==> config.mk <==
export PLATFORM = sky130hd
export DESIGN_NAME = muldiv_sequencer
export DESIGN_NICKNAME = d
export VERILOG_FILES = /design/src/rtl/muldiv_pkg.sv /design/src/rtl/muldiv_sequencer.sv
export SDC_FILE = /design/constraint.sdc
export NUM_CORES = 1
export LEC_CHECK = 0
export ABC_CLOCK_PERIOD_IN_PS = 4900
export CAP_MARGIN = 10
export CORE_MARGIN = 2
export CORE_UTILIZATION = 55
export DETAILED_ROUTE_END_ITERATION = 8
export PLACE_DENSITY = 0.86
export SLEW_MARGIN = 20
export SYNTH_ARGS = -nofsm -noshare
export SYNTH_HDL_FRONTEND = slang
export SYNTH_SLANG_ARGS = --single-unit
==> constraint.sdc <==
create_clock -name clk -period 4.9 [get_ports clk]
set_input_delay 0.98 -clock clk [delete_from_list [all_inputs] [get_ports clk]]
set_output_delay 0.98 -clock clk [all_outputs]
set_load 0.01 [all_outputs]
==> src/rtl/muldiv_pkg.sv <==
// muldiv_pkg: shared ALU control codes, op encodings and sequencer states
package muldiv_pkg;
    localparam logic [3:0] ALU_AND = 4'b0000;
    localparam logic [3:0] ALU_OR  = 4'b0001;
    localparam logic [3:0] ALU_ADD = 4'b0010;
    localparam logic [3:0] ALU_SUB = 4'b0110;
    localparam logic [3:0] ALU_SLT = 4'b0111;
    localparam logic [3:0] ALU_NOR = 4'b1100;
    localparam logic [1:0] OP_MULTU = 2'b00;
    localparam logic [1:0] OP_DIVU  = 2'b01;
    localparam logic [1:0] OP_MULT  = 2'b10;
    localparam logic [1:0] OP_DIV   = 2'b11;
    typedef enum logic [1:0] {IDLE, RUN, FIX, DONE} state_e;
endpackage

==> src/rtl/muldiv_sequencer.sv <==
// muldiv_sequencer: iterative MULTU/DIVU over the shared ALU; signed MULT/DIV when MULDIV_SIGNED_EN is defined
module muldiv_sequencer
    import muldiv_pkg::*;
#(
    parameter int W    = 32,
    parameter int ITER = 32
) (
    input  logic         clk,
    input  logic         rst_n,
    input  logic         start,
    input  logic [1:0]   op,
    input  logic         flush,
    input  logic [W-1:0] opa,
    input  logic [W-1:0] opb,
    output logic [W-1:0] alu_in1,
    output logic [W-1:0] alu_in2,
    output logic [3:0]   alu_ctrl,
    input  logic [W-1:0] alu_result,
    output logic         alu_own,
    output logic         busy,
    output logic         done,
    output logic         div_zero,
    output logic [W-1:0] hi,
    output logic [W-1:0] lo
);
    localparam int CW = $clog2(ITER);

    state_e        state_q, state_d;
    logic [CW-1:0] cnt_q, cnt_d;
    logic          div_q, div_d, sa_q, sa_d, sb_q, sb_d, dz_q, dz_d;
    logic [W-1:0]  a_q, a_d, ph_q, ph_d, pl_q, pl_d, hi_q, hi_d, lo_q, lo_d;
    logic          is_div_in, div0_in, sa_in, sb_in, last, carry, ge;
    logic [W-1:0]  abs_a, abs_b, rs;

`ifdef MULDIV_SIGNED_EN
    assign sa_in = op[1] & opa[W-1];
    assign sb_in = op[1] & opb[W-1];
`else
    assign sa_in = 1'b0;
    assign sb_in = 1'b0;
`endif

    assign is_div_in = (op == OP_DIVU) || (op == OP_DIV);
    assign div0_in   = is_div_in && (opb == '0);
    assign abs_a     = sa_in ? -opa : opa;
    assign abs_b     = sb_in ? -opb : opb;
    assign last      = cnt_q == CW'(ITER - 1);
    assign rs        = {ph_q[W-2:0], pl_q[W-1]};
    assign carry     = alu_result < ph_q;
    assign ge        = ph_q[W-1] | (rs >= a_q);

    // state register
    always_ff @(posedge clk or negedge rst_n) begin
        if (!rst_n) state_q <= IDLE;
        else        state_q <= state_d;
    end

    // next-state logic; flush overrides everything including a same-cycle start
    always_comb begin
        state_d = state_q;
        if (flush) state_d = IDLE;
        else unique case (state_q)
            IDLE: if (start) state_d = div0_in ? DONE : RUN;
            RUN:  if (last) state_d = FIX;
            FIX:  state_d = DONE;
            DONE: state_d = IDLE;
        endcase
    end

    // outputs; ALU lines are zeroed whenever the sequencer does not own the ALU
    always_comb begin
        alu_own  = state_q == RUN;
        busy     = state_q != IDLE;
        done     = state_q == DONE;
        alu_in1  = alu_own ? (div_q ? rs : ph_q) : '0;
        alu_in2  = alu_own ? ((div_q || pl_q[0]) ? a_q : '0) : '0;
        alu_ctrl = alu_own ? (div_q ? ALU_SUB : ALU_ADD) : ALU_AND;
        div_zero = dz_q;
        hi       = hi_q;
        lo       = lo_q;
    end

    // datapath next values: operand latch, shift-add / restoring step, result load
    always_comb begin
        cnt_d = cnt_q;
        div_d = div_q;
        sa_d  = sa_q;
        sb_d  = sb_q;
        dz_d  = dz_q;
        a_d   = a_q;
        ph_d  = ph_q;
        pl_d  = pl_q;
        hi_d  = hi_q;
        lo_d  = lo_q;
        unique case (state_q)
            IDLE: if (start && !flush) begin
                cnt_d = '0;
                div_d = is_div_in;
                sa_d  = sa_in;
                sb_d  = sb_in;
                a_d   = is_div_in ? abs_b : abs_a;
                pl_d  = is_div_in ? abs_a : abs_b;
                ph_d  = '0;
                if (div0_in) begin
                    hi_d = opa;
                    lo_d = '1;
                    dz_d = 1'b1;
                end
            end
            RUN: begin
                cnt_d = cnt_q + CW'(1);
                ph_d  = div_q ? (ge ? alu_result : rs) : {carry, alu_result[W-1:1]};
                pl_d  = div_q ? {pl_q[W-2:0], ge} : {alu_result[0], pl_q[W-1:1]};
            end
            FIX: if (!flush) begin
                if (div_q) begin
                    hi_d = sa_q ? -ph_q : ph_q;
                    lo_d = (sa_q ^ sb_q) ? -pl_q : pl_q;
                end else begin
                    {hi_d, lo_d} = (sa_q ^ sb_q) ? -{ph_q, pl_q} : {ph_q, pl_q};
                end
            end
            DONE: dz_d = 1'b0;
        endcase
        if (flush) dz_d = 1'b0;
    end

    // datapath registers
    always_ff @(posedge clk or negedge rst_n) begin
        if (!rst_n) begin
            cnt_q <= '0;
            div_q <= 1'b0;
            sa_q  <= 1'b0;
            sb_q  <= 1'b0;
            dz_q  <= 1'b0;
            a_q   <= '0;
            ph_q  <= '0;
            pl_q  <= '0;
            hi_q  <= '0;
            lo_q  <= '0;
        end else begin
            cnt_q <= cnt_d;
            div_q <= div_d;
            sa_q  <= sa_d;
            sb_q  <= sb_d;
            dz_q  <= dz_d;
            a_q   <= a_d;
            ph_q  <= ph_d;
            pl_q  <= pl_d;
            hi_q  <= hi_d;
            lo_q  <= lo_d;
        end
    end
endmodule

==> impl_metrics.tcl <==
set metrics [dict create \
    gp_congestion 0.9462 \
    ir_worst_vdd_uv 403.1 \
    wl_mm 32.84 \
    clock_latency_ns 0.44 \
    finalCritPeriodShare_pct 76.57 \
    hold_buffers 0 \
    synth_cell_types 50 \
    path_buf_inv 2 \
    finalClockSkew_ns 0.01245 \
    grt.overflow.total 0 \
    critPathArrivalTime_ns 2.77 \
    start_util_pct 55.58 \
    crit_family "buffers and inverters" \
    setup_violations 0 \
    clock-sinks 169 \
    syn_avg_cell_area_um2 8.794 \
    required_ns 3.92 \
    cts.path.max_buffers 2 \
    ys_ff_latch 169 \
    die-height_um 143.8 \
    synthCells 1222 \
    crit_chain "nor2_2, buf_4, nor3_1, clkdlybuf4s50_1" \
    synth-main-ff-cell "dfrtp_1" \
    routed_via_density 5.955 \
    synth_edf_count 0 \
    rsz0062_at_grt "no" \
    yosysWarnings 0 \
    drive_gt1_share_pct 4.654 \
    cpPeakStageDelay_ns 0.86 \
    p_leak_nw 5.975 \
    pre_cts_slack_ns 1.013 \
    crit_fanout 37 \
    dieArea_um2 20670 \
    antenna_found_initial 0 \
    timing.hold.ws_ns 0.4838 \
    syn_area_um2 10750 \
    areaGrowthSynthToFinish_pct 28.35 \
    port_buffers 234 \
    htreeDepth 4 \
    path_clk_slew_ns 0.08 \
    synth_top_area_share_pct 39.35 \
    post_dp_cell_area_um2 13200 \
    hold_violations 0 \
    grt_pass1_vias 9517 \
    design_area_um2 13790 \
    num_vias 10029 \
    hp-class "flip-flop to flip-flop" \
    nets 1576 \
    ys_top_cells_by_count "dfrtp_1 (169), mux2i_1 (162), nand2_1 (121), nor2_1 (111), inv_1 (102)" \
    slew_headroom_pct 35.86 \
    cpMaxStageDelayCell "dfrtp_4" \
    end_kind "output pin" \
    synthMostInstantiatedCell "dfrtp_1" \
    crit_type "flip-flop to output pin" \
    timing_max_transition_violations_final 0 \
    hpwl_mm 23.19 \
    drt_iter0_drc 728 \
    cts_tree "yes" \
    async_reset_ff_share_pct 100.0 \
    setup_ws_ns 1.148 \
    finish.utilization_pct 71.34 \
    core_area_um2 19330 \
    max_freq_mhz 266.5 \
    synth_area_leaders "dfrtp_1 (39%), mux2i_1 (15%), ha_1 (8.0%)" \
    drtAntennaViolNets 0 \
    tightest_slew_ns 0.9621 \
    cts_resized 0 \
    postCtsSetupBuffers 0 \
    fin_setup_tns_ns 0 \
    grt_start_max_net_pins 113 \
    grt_use_total_pct 31.81 \
    io_pins 238 \
    wl_per_cell_um 19.50 \
    rows 51 \
    start_kind "flip-flop" \
    yosysSeqAreaShare_pct 39.35 \
    cts_root_buf "clkbuf_16" \
    outcome "finished clean" \
    die-width_um 143.8 \
    synth_top_area_cell "dfrtp_1" \
    numCtsBuffers 17 \
    firstDrtPassIters 5 \
    finalCriticalPeriod_ns 3.752 \
    power_density_nw_per_um2 597.3 \
    drc 0 \
    cap_viol_max_count 0 \
    grt_pass1_wl_mm 50.96 \
]
flip-flops by register name, indices dropped and copies added, names as in the netlist:
name	flops
a_q	32
lo	32
hi	32
state_q	2
pl_q	32
div_zero	1
cnt_q	5
ph_q	32
div_q	1
layout by cell type (no fill, tap or decap), types with 30 or more instances in the layout:
master,n
a21oi_1,58
a22oi_1,31
a31oi_1,33
clkdlybuf4s50_1,232
dfrtp_1,168
ha_1,68
inv_1,102
mux2i_1,162
nand2_1,121
nand3_1,44
nor2_1,109
nor3_1,34
o211ai_1,30
o21ai_0,82
o21ai_1,32
logic make-up after synthesis:
family / count (synthesis) / synth area share (%)
AND/OR/NAND/NOR: 339 / 13.49
buffers and inverters: 190 / 7.382
adder cells (fa/ha/maj): 69 / 8.034
multiplexers: 163 / 15.19
flip-flops: 169 / 39.35
AO/OA/AOI/OAI: 291 / 16.51
other: 1 / 0.03489
final timing paths:
| check | start | end | slack, ns | depth (start not counted) |
|---|---|---|---|---|
| max | div_q$_DFFE_PN0P_ | alu_in2[16] | 1.15 | 4 |
| max reg2reg | ph_q[14]$_DFFE_PN0P_ | ph_q[5]$_DFFE_PN0P_ | 1.49 | 9 |
| min reg2reg | a_q[26]$_DFFE_PN0P_ | a_q[26]$_DFFE_PN0P_ | 0.48 | 2 |
| min | a_q[26]$_DFFE_PN0P_ | a_q[26]$_DFFE_PN0P_ | 0.48 | 2 |
| max in group asynchronous | rst_n | ph_q[22]$_DFFE_PN0P_ | 3.39 | 2 |
| min in group asynchronous | rst_n | hi[10]$_DFFE_PN0P_ | 0.66 | 1 |
power breakdown:
group / switching [W] / total (W) / internal, W
registers: 0.000682 / 0.00265 / 0.00197
clock network: 0.000661 / 0.00136 / 0.000697
logic: 0.00240 / 0.00423 / 0.00183
total: 0.00374 / 0.00824 / 0.00450
layout make-up:
class	count	area, µm²
repair buffers	250	2489
diodes	1	2.502
inverters	103	386.6
fillers	1512	5542
clock buffers	18	439.2
well taps	265	331.6
clock inverters	14	148.9
flip-flops and latches	169	4233
multi-input cells	864	5763
tightest hold or removal path: cells and delay by family, from the launching register on:
kind               cells  cell delay (ns)
DFF                    1             0.35
AOI/OAI and AO/OA      1             0.06
and+or+nand+nor        1             0.04
metrics by stage:
step                      std cells  total power (W)
after floorplan                1223         0.005301
after global placement         1651         0.006640
after detailed placement       1651         0.006808
after CTS                      1683         0.008210
after global routing           1683         0.008810
final                          1684         0.008238
layer usage:
| layer | share of wire, % | GRT usage (%) | routed length, µm | up-vias |
|---|---|---|---|---|
| met5 | 0 | 0 | 0 | - |
| met3 | 7.6 | 5.565 | 2511 | 70 |
| met1 | 42 | 43.05 | 13810 | 4839 |
| li1 | - | - | - | 4664 |
| met4 | 2.5 | 11.46 | 831 | 0 |
| met2 | 48 | 51.50 | 15690 | 456 |
Power figures use the tool's default switching activity.
